===== config.mk =====
export PLATFORM = sky130hd
export DESIGN_NAME = layer_compositor
export DESIGN_NICKNAME = d
export VERILOG_FILES = /design/src/rtl/layer_compositor.sv
export SDC_FILE = /design/constraint.sdc
export NUM_CORES = 1
export LEC_CHECK = 0
export CAP_MARGIN = 25
export CORE_ASPECT_RATIO = 1.4
export CORE_MARGIN = 3
export CORE_UTILIZATION = 41
export CTS_CLUSTER_SIZE = 14
export DETAILED_ROUTE_END_ITERATION = 10
export PLACE_DENSITY = 0.79
export SLEW_MARGIN = 40
export SYNTH_ARGS = -nofsm -noshare
export SYNTH_HDL_FRONTEND = slang
export SYNTH_SLANG_ARGS = --single-unit

===== constraint.sdc =====
create_clock -name pixel_clk -period 3.55 [get_ports pixel_clk]
set_clock_uncertainty 0.1 [all_clocks]
set_input_delay 0.355 -clock pixel_clk [delete_from_list [all_inputs] [get_ports pixel_clk]]
set_output_delay 0.355 -clock pixel_clk [all_outputs]
set_load 0.05 [all_outputs]

===== src/rtl/layer_compositor.sv =====
// -----------------------------------------------------------------------------
// layer_compositor
//
// Merges NUM_LAYERS priority-ranked sprite layers and a full-screen overlay
// into one pixel stream. A frame-synchronous fade FSM cross-fades between
// gameplay and the overlay (game-over screen).
//
// Pipeline: select (p1) -> scale by fade level (p2 / outputs). The fixed
// latency from any input to pixel_out, active_out, fsync_out, hpos_out and
// vpos_out is 2 cycles.
//
// Optional feature macro: COMPOSITOR_BLEND_EN
//   defined   - a translucent top layer is averaged 50/50 with the next
//               active layer below it (or BG_COLOR if there is none).
//   undefined - layer_translucent is ignored; selection is pure priority.
//
// Ports
//   pixel_clk, rst_n          clock, asynchronous active-low reset
//   fsync                     one-cycle frame-start pulse
//   active_in                 active video region
//   hpos_in, vpos_in          signed pixel position
//   layer_pixel               layer k at [24k+23:24k], {red,green,blue}
//   layer_active              layer k covers the current pixel
//   layer_translucent         layer k requests a 50% blend (macro only)
//   overlay_pixel             overlay colour
//   overlay_req               level request to show the overlay
//   pixel_out                 composed colour
//   active_out, fsync_out     delayed to align with pixel_out
//   hpos_out, vpos_out        delayed to align with pixel_out
//   mode                      0=PLAY 1=FADE_OUT 2=OVERLAY 3=FADE_IN
//   fade_level                brightness 0..8
// -----------------------------------------------------------------------------
module layer_compositor #(
  parameter int          NUM_LAYERS  = 4,
  parameter int          FADE_FRAMES = 4,
  parameter logic [23:0] BG_COLOR    = 24'h000000
) (
  input  logic                      pixel_clk,
  input  logic                      rst_n,
  input  logic                      fsync,
  input  logic                      active_in,
  input  logic signed [11:0]        hpos_in,
  input  logic signed [11:0]        vpos_in,
  input  logic [24*NUM_LAYERS-1:0]  layer_pixel,
  input  logic [NUM_LAYERS-1:0]     layer_active,
  input  logic [NUM_LAYERS-1:0]     layer_translucent,
  input  logic [23:0]               overlay_pixel,
  input  logic                      overlay_req,
  output logic [23:0]               pixel_out,
  output logic                      active_out,
  output logic                      fsync_out,
  output logic signed [11:0]        hpos_out,
  output logic signed [11:0]        vpos_out,
  output logic [1:0]                mode,
  output logic [3:0]                fade_level
);

  localparam logic [1:0] ST_PLAY     = 2'd0;
  localparam logic [1:0] ST_FADE_OUT = 2'd1;
  localparam logic [1:0] ST_OVERLAY  = 2'd2;
  localparam logic [1:0] ST_FADE_IN  = 2'd3;

  localparam int          CNT_W    = (FADE_FRAMES > 1) ? $clog2(FADE_FRAMES) : 1;
  localparam logic [CNT_W-1:0] CNT_LAST = CNT_W'(FADE_FRAMES - 1);

  // Per-channel (c * level) >> 3 on a 12-bit product; level 8 is identity.
  function automatic logic [23:0] scale_px(input logic [23:0] c, input logic [3:0] lvl);
    logic [11:0] prod;
    logic [23:0] res;
    res = '0;
    for (int ch = 0; ch < 3; ch++) begin
      prod = {4'b0, c[8*ch +: 8]} * {8'b0, lvl};
      res[8*ch +: 8] = prod[10:3];
    end
    return res;
  endfunction

  // Per-channel (a + b) >> 1 on a 9-bit sum.
  function automatic logic [23:0] avg_px(input logic [23:0] a, input logic [23:0] b);
    logic [8:0]  sum;
    logic [23:0] res;
    res = '0;
    for (int ch = 0; ch < 3; ch++) begin
      sum = {1'b0, a[8*ch +: 8]} + {1'b0, b[8*ch +: 8]};
      res[8*ch +: 8] = sum[8:1];
    end
    return res;
  endfunction

  // Fade FSM state
  logic [1:0]        mode_q,  mode_d;
  logic [3:0]        level_q, level_d;
  logic [CNT_W-1:0]  cnt_q,   cnt_d;

  // Stage 1 registers
  logic [23:0]        pix_p1_q, pix_p1_d;
  logic               vld_p1_q;
  logic               fsync_p1_q;
  logic signed [11:0] hpos_p1_q, vpos_p1_q;

  // Stage 2 registers (outputs)
  logic [23:0]        pix_p2_q, pix_p2_d;
  logic               vld_p2_q;
  logic               fsync_p2_q;
  logic signed [11:0] hpos_p2_q, vpos_p2_q;

  // ---------------------------------------------------------------------------
  // Fade FSM. Transitions are evaluated on fsync only. The reversal and exit
  // checks look at the pre-step level; a coincident step is then applied in
  // the direction of the state being entered.
  // ---------------------------------------------------------------------------
  logic             step;
  logic [CNT_W-1:0] cnt_nxt;

  always_comb begin
    mode_d  = mode_q;
    level_d = level_q;
    cnt_d   = cnt_q;
    step    = (cnt_q == CNT_LAST);
    cnt_nxt = step ? '0 : cnt_q + 1'b1;
    if (fsync) begin
      case (mode_q)
        ST_PLAY: begin
          if (overlay_req) mode_d = ST_FADE_OUT;
        end
        ST_FADE_OUT: begin
          cnt_d = cnt_nxt;
          if (!overlay_req) begin
            mode_d = ST_FADE_IN;
            if (step && level_q < 4'd8) level_d = level_q + 4'd1;
          end else if (step) begin
            if (level_q <= 4'd1) begin
              mode_d  = ST_OVERLAY;
              level_d = 4'd8;
              cnt_d   = '0;
            end else begin
              level_d = level_q - 4'd1;
            end
          end
        end
        ST_OVERLAY: begin
          if (!overlay_req) begin
            mode_d  = ST_FADE_IN;
            level_d = 4'd0;
          end
        end
        default: begin // ST_FADE_IN
          cnt_d = cnt_nxt;
          if (overlay_req) begin
            mode_d = ST_FADE_OUT;
            if (step && level_q > 4'd0) level_d = level_q - 4'd1;
          end else if (level_q == 4'd8 || (step && level_q == 4'd7)) begin
            // level_q can already be 8 here only after a reversal step
            mode_d  = ST_PLAY;
            level_d = 4'd8;
            cnt_d   = '0;
          end else if (step) begin
            level_d = level_q + 4'd1;
          end
        end
      endcase
    end
  end

  // ---------------------------------------------------------------------------
  // Stage 1: select by active flag and priority (lowest index wins)
  // ---------------------------------------------------------------------------
  logic [23:0] top_px;
  logic        top_found;
`ifdef COMPOSITOR_BLEND_EN
  logic [23:0] under_px;
  logic        under_found;
  logic        top_tr;
`else
  logic        unused_transl;
  assign unused_transl = ^layer_translucent;
`endif

  always_comb begin
    top_px    = BG_COLOR;
    top_found = 1'b0;
`ifdef COMPOSITOR_BLEND_EN
    under_px    = BG_COLOR;
    under_found = 1'b0;
    top_tr      = 1'b0;
`endif
    for (int k = 0; k < NUM_LAYERS; k++) begin
      if (layer_active[k]) begin
        if (!top_found) begin
          top_found = 1'b1;
          top_px    = layer_pixel[24*k +: 24];
`ifdef COMPOSITOR_BLEND_EN
          top_tr    = layer_translucent[k];
`endif
        end
`ifdef COMPOSITOR_BLEND_EN
        else if (!under_found) begin
          under_found = 1'b1;
          under_px    = layer_pixel[24*k +: 24];
        end
`endif
      end
    end

    if (!active_in) begin
      pix_p1_d = '0;
    end else if (mode_q == ST_OVERLAY) begin
      pix_p1_d = overlay_pixel;
    end else begin
`ifdef COMPOSITOR_BLEND_EN
      pix_p1_d = (top_found && top_tr) ? avg_px(top_px, under_px) : top_px;
`else
      pix_p1_d = top_px;
`endif
    end
  end

  // ---------------------------------------------------------------------------
  // Stage 2: fade scaling
  // ---------------------------------------------------------------------------
  always_comb begin
    pix_p2_d = scale_px(pix_p1_q, level_q);
  end

  always_ff @(posedge pixel_clk or negedge rst_n) begin
    if (!rst_n) begin
      mode_q     <= ST_PLAY;
      level_q    <= 4'd8;
      cnt_q      <= '0;
      pix_p1_q   <= '0;
      vld_p1_q   <= 1'b0;
      fsync_p1_q <= 1'b0;
      hpos_p1_q  <= '0;
      vpos_p1_q  <= '0;
      pix_p2_q   <= '0;
      vld_p2_q   <= 1'b0;
      fsync_p2_q <= 1'b0;
      hpos_p2_q  <= '0;
      vpos_p2_q  <= '0;
    end else begin
      mode_q     <= mode_d;
      level_q    <= level_d;
      cnt_q      <= cnt_d;
      pix_p1_q   <= pix_p1_d;
      vld_p1_q   <= active_in;
      fsync_p1_q <= fsync;
      hpos_p1_q  <= hpos_in;
      vpos_p1_q  <= vpos_in;
      pix_p2_q   <= pix_p2_d;
      vld_p2_q   <= vld_p1_q;
      fsync_p2_q <= fsync_p1_q;
      hpos_p2_q  <= hpos_p1_q;
      vpos_p2_q  <= vpos_p1_q;
    end
  end

  assign pixel_out  = pix_p2_q;
  assign active_out = vld_p2_q;
  assign fsync_out  = fsync_p2_q;
  assign hpos_out   = hpos_p2_q;
  assign vpos_out   = vpos_p2_q;
  assign mode       = mode_q;
  assign fade_level = level_q;

endmodule


Word-level counts from Yosys, hierarchy flattened

Index checks and enable logic that the tools add are counted.

Register bits: 108
Input bits: 157
Output and inout port bits: 56
Logic and storage cells: 83

Add/subtract/negate cells: 3
Multiply operators: 3
$lt $le $gt $ge: 3
Equality and inequality tests: 11
Multiplexer cells: 37
Bitwise logic cells: 2
Reduce and logical (&&, ||, !) cells: 11

Operators with widths:

| kind                                                          | count |
|---|---|
| 2-to-1 mux 24 bit                                             | 9 |
| 2-to-1 mux 4 bit                                              | 9 |
| multiplier 8 x 4 -> 11 bit                                    | 3 |
| 2-to-1 mux 2 bit                                              | 13 |
| one-hot mux 4 bit (3 select lines)                            | 1 |
| != test 3 bit, second input constant                          | 3 |
| AND reduction 7 bit                                           | 1 |
| one-hot mux 2 bit (3 select lines)                            | 1 |
| AND reduction 6 bit                                           | 1 |
| nonzero test 5 bit                                            | 1 |
| adder 4 x 1 -> 4 bit, second input constant                   | 1 |
| equality test 2 bit, second input constant                    | 2 |
| equality test 4 x 3 -> 1 bit, second input constant           | 1 |
| equality test 4 bit, second input constant                    | 1 |
| greater-than comparator 4 x 1 -> 1 bit, second input constant | 1 |
| <= comparator 4 x 1 -> 1 bit, second input constant           | 1 |
| less-than comparator 4 bit, second input constant             | 1 |
| != test 2 bit, second input constant                          | 2 |
| one-hot mux 2 bit (2 select lines)                            | 1 |
| nonzero test 4 bit                                            | 1 |
| subtractor 4 x 1 -> 4 bit, second input constant              | 1 |
| logical AND 1 bit                                             | 3 |
| 2-to-1 mux 1 bit                                              | 3 |
| != test 3 x 1 -> 1 bit, second input constant                 | 1 |
| 7 further kinds                                               | 8 |

Depth between registers and ports, before layout

Depth after elaboration: 9
Gate-level depth with buffers: 14
Gate-level depth less buffers: 11

Least setup slack after synthesis

Ideal clock, no wire load.

Path type: flip-flop to flip-flop
From: register level_q[2] (netlist: fade_level[2])
To: register pix_p2_q[13] (netlist: pixel_out[13])
Setup time: 116 ps
Arrival: 3774 ps
Data required time: 3334 ps
Path slack: -439 ps
Cell stages (with the launch flop): 15
Buffers on the path: 3
Clock period less this slack: 3989 ps
Cell sequence: dfrtp_1 buf_2 clkbuf_1 clkbuf_1 nand2_1 fa_1 inv_1 fa_1 inv_1 fa_1 nor2b_1 o21a_1 o21ai_0 a211o_1 o311ai_0

Cells in the longest elaborated chain, start to end: 1

RTL lines:

| item                       | RTL line | source |
|---|---|---|
| start, declared            | 92       | `logic [3:0] level_q, level_d;` |
| start signal, assigned     | 242      | `level_q <= level_d;` |
| multiplier 8 x 4 -> 11 bit | 72       | `prod = {4'b0, c[8*ch +: 8]} * {8'b0, lvl};` |
| net pix_p2_d[13]           | 102      | `logic [23:0] pix_p2_q, pix_p2_d;` |
| end signal, assigned       | 249      | `pix_p2_q <= pix_p2_d;` |
| end, declared              | 102      |  |

The timed path passes the listed nets, and every way through them passes these cells.
A chain may end at the register's enable or synchronous reset.

Worst setup path after layout

From: register level_q[3] (netlist: fade_level[3])
To: register pix_p2_q[6] (netlist: pixel_out[6])

Same word-level chain as after synthesis.

==> summary.md <==
| Metric | Value |
|---|---|
| Vias in the first global route | `5,489` |
| Number of port buffers | `208` |
| Switching pwr | `0.00280 W` |
| Yosys warns | `0` |
| DR vias/cell | `5.11` |
| Non-Filler Instances | `1,050` |
| Peak Freq | `0.299 GHz` |
| Worst-path maximum fanout | `13` |
| Crit path time final | `3350 ps` |
| Worst path cell trace | `buf_4 -> and2_1 -> fa_1 -> inv_1 -> fa_1 -> inv_1 -> ha_1 -> nand2_1 -> o31ai_1 -> nand4_1 -> a21oi_1 -> xor2_1` |
| Crit path launch | `fade_level[3]` |
| DRC | `0` |
| RR Endpoint | `pixel_out[6]` |
| Internal power | `0.00352 W` |
| Largest net degree at the start of global routing | `68` |
| RSZ-0062 raised after global routing | `no` |
| TritonCTS clock tree | `built` |
| Leakage | `4.32 nW` |
| Combinational fraction of design power | `56.8%` |
| Final HPWL DP | `12,300 um` |
| R2R cell count | `12` |
| Switching Share | `44.3%` |
| Layout cells sized above 1 | `5.15%` |
| Starting DRC count in detailed routing | `252` |
| Normalized max-slew margin | `50.7%` |
| Peak supply drop | `0.000357 V` |
| Cell row count | `54` |
| Die ar. | `18,100 um2` |
| Antenna cell count | `0` |
| Worst Setup Start Kind | `flop` |
| First drt pass iteration count | `4` |
| Critical path's slowest cell | `dfstp_4` |
| Total grt overflow | `0` |
| Fin area | `9390 um2` |
| Post-Syn Nets | `886` |
| Total core area | `15,900 um2` |
| Clock Sinks | `108` |
| Tcrit/Tclk final | `94.3%` |
| Worst slew pin tran | `738 ps` |
| DP Area | `9080 um2` |
| Clock Power Share | `15.8%` |
| First-pass GRT wire length | `25,200 um` |
| Final Setup Violations | `0` |
| Reg clk slew, reported paths | `80 ps` |
| Hold depth | `0` |
| Chip height | `158 um` |
| Final nets | `1,086` |
| Endpoint type of the worst setup path | `flop` |
| Commonest non-fill, non-tap cells in the layout | `206 x clkdlybuf4s50_1, 105 x dfrtp_1, 75 x inv_1, 61 x and2_1, 46 x a22oi_1` |
| Via count | `5,364` |
| Htree depth | `3` |
| Detailed-route wire length per cell | `14.8 um` |
| Final WL | `15,500 um` |
| Commonest non-fill, non-tap cell in the layout | `clkdlybuf4s50_1` |
| Post-CTS Setup Bufs | `0` |
| Largest cells by area after synthesis | `dfrtp_1 40%, fa_1 11%, ha_1 8.1%` |
| Slowest cell delay on critical path | `500 ps` |
| CTS Buf Count | `9` |
| Routability cong. | `0.828` |
| Layout area overhead | `38.9%` |
| Synthesized instance count | `649` |
| Crit path to | `pixel_out[6]` |
| Reg power frac | `27.5%` |
| MaxCap Viol Count | `0` |
| Synth Register Bits | `108` |
| Hold crit path type | `reg2reg` |
| Outcome | `finished, final reports clean` |
| I/O Pins | `213` |
| Setup slack, reg-to-reg | `200 ps` |
| Average size of a mapped cell | `10.4 um2` |
| Cell taking the most area after synthesis | `dfrtp_1` |
| Worst-Skew Late Latency | `340 ps` |
| CP arrival | `3520 ps` |
| Post-synth top area share | `39.6%` |
| Register area share after synthesis | `40.0%` |
| Setup CP Type | `reg2reg` |
| Final Hold Fails | `0` |
| Top FF cell, synth | `dfrtp_1` |
| Syn Std Cell Area | `6760 um2` |
| Clock Tree Buf Depth | `2` |
| R2r startpoint | `fade_level[3]` |
| GRT Total Usage | `17.2%` |
| Post-synth cell types | `52` |
| EDFF count, synth | `0` |
| Post-route ant nets | `0` |
| Power per cell area | `673 nW/um2` |
| Worst EP required | `3720 ps` |
| Clk root buf | `clkbuf_16` |
| Ys async rst share | `100%` |
| Pins over their slew limit | `0` |
| Placed cells | `1,033` |
| Initial antenna violation count | `0` |
| Die Width | `115 um` |
| Initial Util | `42.6%` |
how the worst min path moves through the flow:
| stage | from | endpoint | slack, ps |
|---|---|---|---|
| finish | vpos_p1_q[2] | vpos_out[2] | 250 |
| CTS | rst_n | vpos_p1_q[1] | 40 |
| global placement | hpos_p1_q[5] | hpos_out[5] | 230 |
| global route | vpos_p1_q[9] | vpos_out[9] | 260 |
| floorplan | rst_n | active_out | -40 |
| detailed placement | hpos_p1_q[4] | hpos_out[4] | 230 |
cells by family (layout without fill, tap and decap cells):
family | count (synthesis) | after routing | share of synthesized area (%)
AND/OR/NAND/NOR | 160 | 160 | 12.8
buffers and inverters | 108 | 313 | 6.18
XOR/XNOR | 26 | 26 | 3.37
multiplexers | 4 | 4 | 0.592
flip-flops | 108 | 108 | 40.0
adder cells (fa/ha/maj) | 80 | 80 | 18.8
AO/OA/AOI/OAI | 163 | 163 | 18.3
power by group through the flow:
stage	combinational [W]	clock (W)	sequential (W)
floorplan	0.00208	0	0.00226
global placement	0.00353	0	0.00176
detailed placement	0.00359	0	0.00176
CTS	0.00361	0.00103	0.00174
global route	0.00401	0.00109	0.00178
finish	0.00359	0.000996	0.00174
synthesized netlist by cell type, types with 10 or more instances:
cell type / count
a21oi_1: 26
a22oi_1: 46
and2_1: 61
clkbuf_1: 27
dfrtp_1: 107
fa_1: 36
ha_1: 44
inv_1: 75
nand2_1: 42
nor2_1: 14
nor3_1: 10
o211a_1: 23
o211ai_1: 23
xnor2_1: 20
cell type report:
cell class                      count  area, um2
Inverter                           75        282
Multi-Input combinational cell    433       3660
Tap cell                          196        245
Fill cell                        1328       6480
Clock inverter                      6       60.1
Clock buffer                       10        239
Timing Repair Buffer              222       2200
Sequential cell                   108       2710
sequential cells by signal (all words and copies together), names as in the netlist:
signal	cells
fade_level	4
active_out	1
hpos_p1_q	12
vpos_out	12
pix_p1_q	24
fsync_out	1
vld_p1_q	1
cnt_q	2
hpos_out	12
fsync_p1_q	1
pixel_out	24
vpos_p1_q	12
mode	2
repair_timing:
action,CTS,global route
endpoints found under the hold margin,0,65
setup endpoints to repair,0,1
hold buffers,0,1
gates resized for setup,0,1
per-stage QoR:
stage          setup TNS (ps)  total power (W)  setup WS (ps)  utilization (%)  hold WS [ps]
2_1_floorplan           -33.6          0.00434          -33.6                -         -40.6
3_3_place_gp                0          0.00528            251             57.2           231
3_5_place_dp                0          0.00535            206             57.2           235
4_1_cts                     0          0.00638            185             59.0          37.0
5_1_grt                     0          0.00687           22.9             59.2           257
6_report                    0          0.00632            202             59.2           249
critical path: cells and delay by family, from the launching register on:
| kind | cells | cell delay (ps) |
|---|---|---|
| XOR/XNOR | 1 | 150 |
| flip-flops | 1 | 500 |
| adder cells (fa/ha/maj) | 3 | 1270 |
| AO/OA/AOI/OAI | 2 | 600 |
| buffers and inverters | 3 | 270 |
| AND/OR/NAND/NOR | 3 | 370 |
metal layers:
layer  global-route usage (%)  routed length [um]  up-vias  share of wire, %
met3                     3.86                1020       10               6.6
met2                     32.1                8040      206                52
li1                         -                   -     2633                 -
met4                     4.70                 201        0               1.3
met1                     19.6                6240     2515                40
met5                        0                   0        -                 0
Note: power is estimated with default switching activity, not from simulation.
==> RTL change, RTL diff (same flow settings) <==
Add a define of `COMPOSITOR_BLEND_EN`.
--- a/src/rtl/layer_compositor.sv
+++ b/src/rtl/layer_compositor.sv
@@ -32,2 +32,4 @@
 // -----------------------------------------------------------------------------
+`define COMPOSITOR_BLEND_EN
+
 module layer_compositor #(
Formal check against the unedited RTL: not equivalent (a bounded check fails within 4 cycles, from zero or initial values and one cycle with rst_n low).
==> RTL change against the original RTL <==
- setup slack lost 0.040 ns
- synthesized area grew 27%
- via count grew 47%
- final area grew 23%
- power grew 2.7%
- clock power grew 12%
- sequential cell count is the same
- routed wire length grew 50%
==> RTL change: results (changes against the original RTL) <==
\begin{tabular}{lr}
\hline
Metric & Value \\
\hline
\multicolumn{2}{l}{\textbf{Pwr}} \\
Leakage dissipation & 5.294 nW (+23\%) \\
Sw frac & 0.4350 (-0.008027) \\
Combinational share of power & 0.555 (-0.013) \\
Power density relative to cell area & 559.8 mW/mm\^{}2 (-17\%) \\
\multicolumn{2}{l}{\textbf{Yosys}} \\
Register area share after synthesis & 0.3162 (-0.08380) \\
Post-Syn Nets & 1,228 (+39\%) \\
Area share of the largest cell type after synthesis & 0.3131 (-0.08298) \\
Number of library cell types mapped by synthesis & 58 (+12\%) \\
Average footprint of a synthesized cell & 8.844 sq um (-15\%) \\
\multicolumn{2}{l}{\textbf{Final layout}} \\
Non-clock inverter total of the final layout & 67 (-11\%) \\
Count of clock buffers in the final design & 11 (+1) \\
Fraction of cell area in non-clock buffers & 0.2204 (-0.01361) \\
Fraction of final layout cells with drive strength greater than 1 & 0.08278 (+0.03125) \\
Clock distribution area overhead in the final layout & 0.02927 (-0.002568) \\
Area used by multi-input combinational logic & 0.005416 sq mm (+48\%) \\
Layout sequential cell count & 108 (unchanged) \\
Seq/total area & 0.2338 (-0.05470) \\
\multicolumn{2}{l}{\textbf{Detailed routing}} \\
Wl on met1 & 9.255 mm (+48\%) \\
DR WL/cell & 16.06 um (+8.8\%) \\
Total wirelength of the detailed-routed design & 23.25 mm (+50\%) \\
Total met3 wirelength after detailed routing & 1.239 mm (+21\%) \\
Routed length on met2 & 12.10 mm (+51\%) \\
Number of DRC markers in iteration 0 & 390 (+55\%) \\
Total vias in the final route & 7,880 (+47\%) \\
\multicolumn{2}{l}{\textbf{Global route}} \\
GR Util met2 & 0.3778 (+0.05644) \\
Routing usage on met3 & 0.03714 (-0.001486) \\
Via count of the first global-routing pass & 8,129 (+48\%) \\
First-pass GRT wire length & 38.15 mm (+51\%) \\
Total Routing Usage GR & 0.2055 (+0.03322) \\
Global-route met1 utilization & 0.2377 (+0.04183) \\
\multicolumn{2}{l}{\textbf{Min path}} \\
Worst-case hold path end point & hpos\_out[9]\$\_DFF\_PN0\_ \\
\multicolumn{2}{l}{\textbf{Critical path}} \\
Slowest cell on the critical path & sky130\_fd\_sc\_hd\_\_dfrtp\_4 \\
Endpoint of the worst register-to-register path & pixel\_out[7]\$\_DFF\_PN0\_ \\
Minimum setup slack among reg-to-reg paths & 0.16 ns (-0.04 ns) \\
Highest cell delay on the worst timing path & 0.59 ns (+0.09 ns) \\
R2R Path Start & fade\_level[1]\$\_DFFE\_PN0P\_ \\
\multicolumn{2}{l}{\textbf{Clock network}} \\
Number of buffers inserted for hold repair after clock tree synthesis & 1 (+1) \\
\multicolumn{2}{l}{\textbf{Status}} \\
Status & finished clean \\
\multicolumn{2}{l}{\textbf{Timing}} \\
Actual slew at the worst max-slew pin & 0.7515 ns (+0.01377 ns) \\
\multicolumn{2}{l}{\textbf{Placement}} \\
Final weighted congestion in routability-driven placement & 0.9130 (+10\%) \\
Placed cell area & 0.01121 sq mm (+24\%) \\
\hline
\end{tabular}
[RTL change: per-stage QoR]
step                utilization  hold WS, ns  setup WS (ns)
floorplan                     -     -0.04059     0.00007017
global placement         0.5563       0.2321        0.01205
detailed placement       0.5564       0.2347        -0.1170
CTS                      0.5738       0.2471         0.1511
global route             0.5750       0.2571       -0.02144
finish                   0.5750       0.2461         0.1624
[RTL change: cell families (layout without fill, tap and decap cells)]
group | Yosys count | after routing | share of synthesized area
mux | 10 | 10 | 0.01229
compound gates | 270 | 270 | 0.2118
buf+inv | 121 | 350 | 0.05633
fa+ha+maj | 104 | 104 | 0.1864
simple gates | 317 | 317 | 0.1791
flops | 108 | 108 | 0.3162
xor+xnor | 37 | 37 | 0.03789
[RTL change: worst max-delay path: cells and delay by family, from the launching register on]
family	cells	cell delay (ns)
adders and majority gates	3	1.06
AOI/OAI and AO/OA	5	0.76
and+or+nand+nor	3	0.61
DFF	1	0.59
xor gates and xnor gates	1	0.14
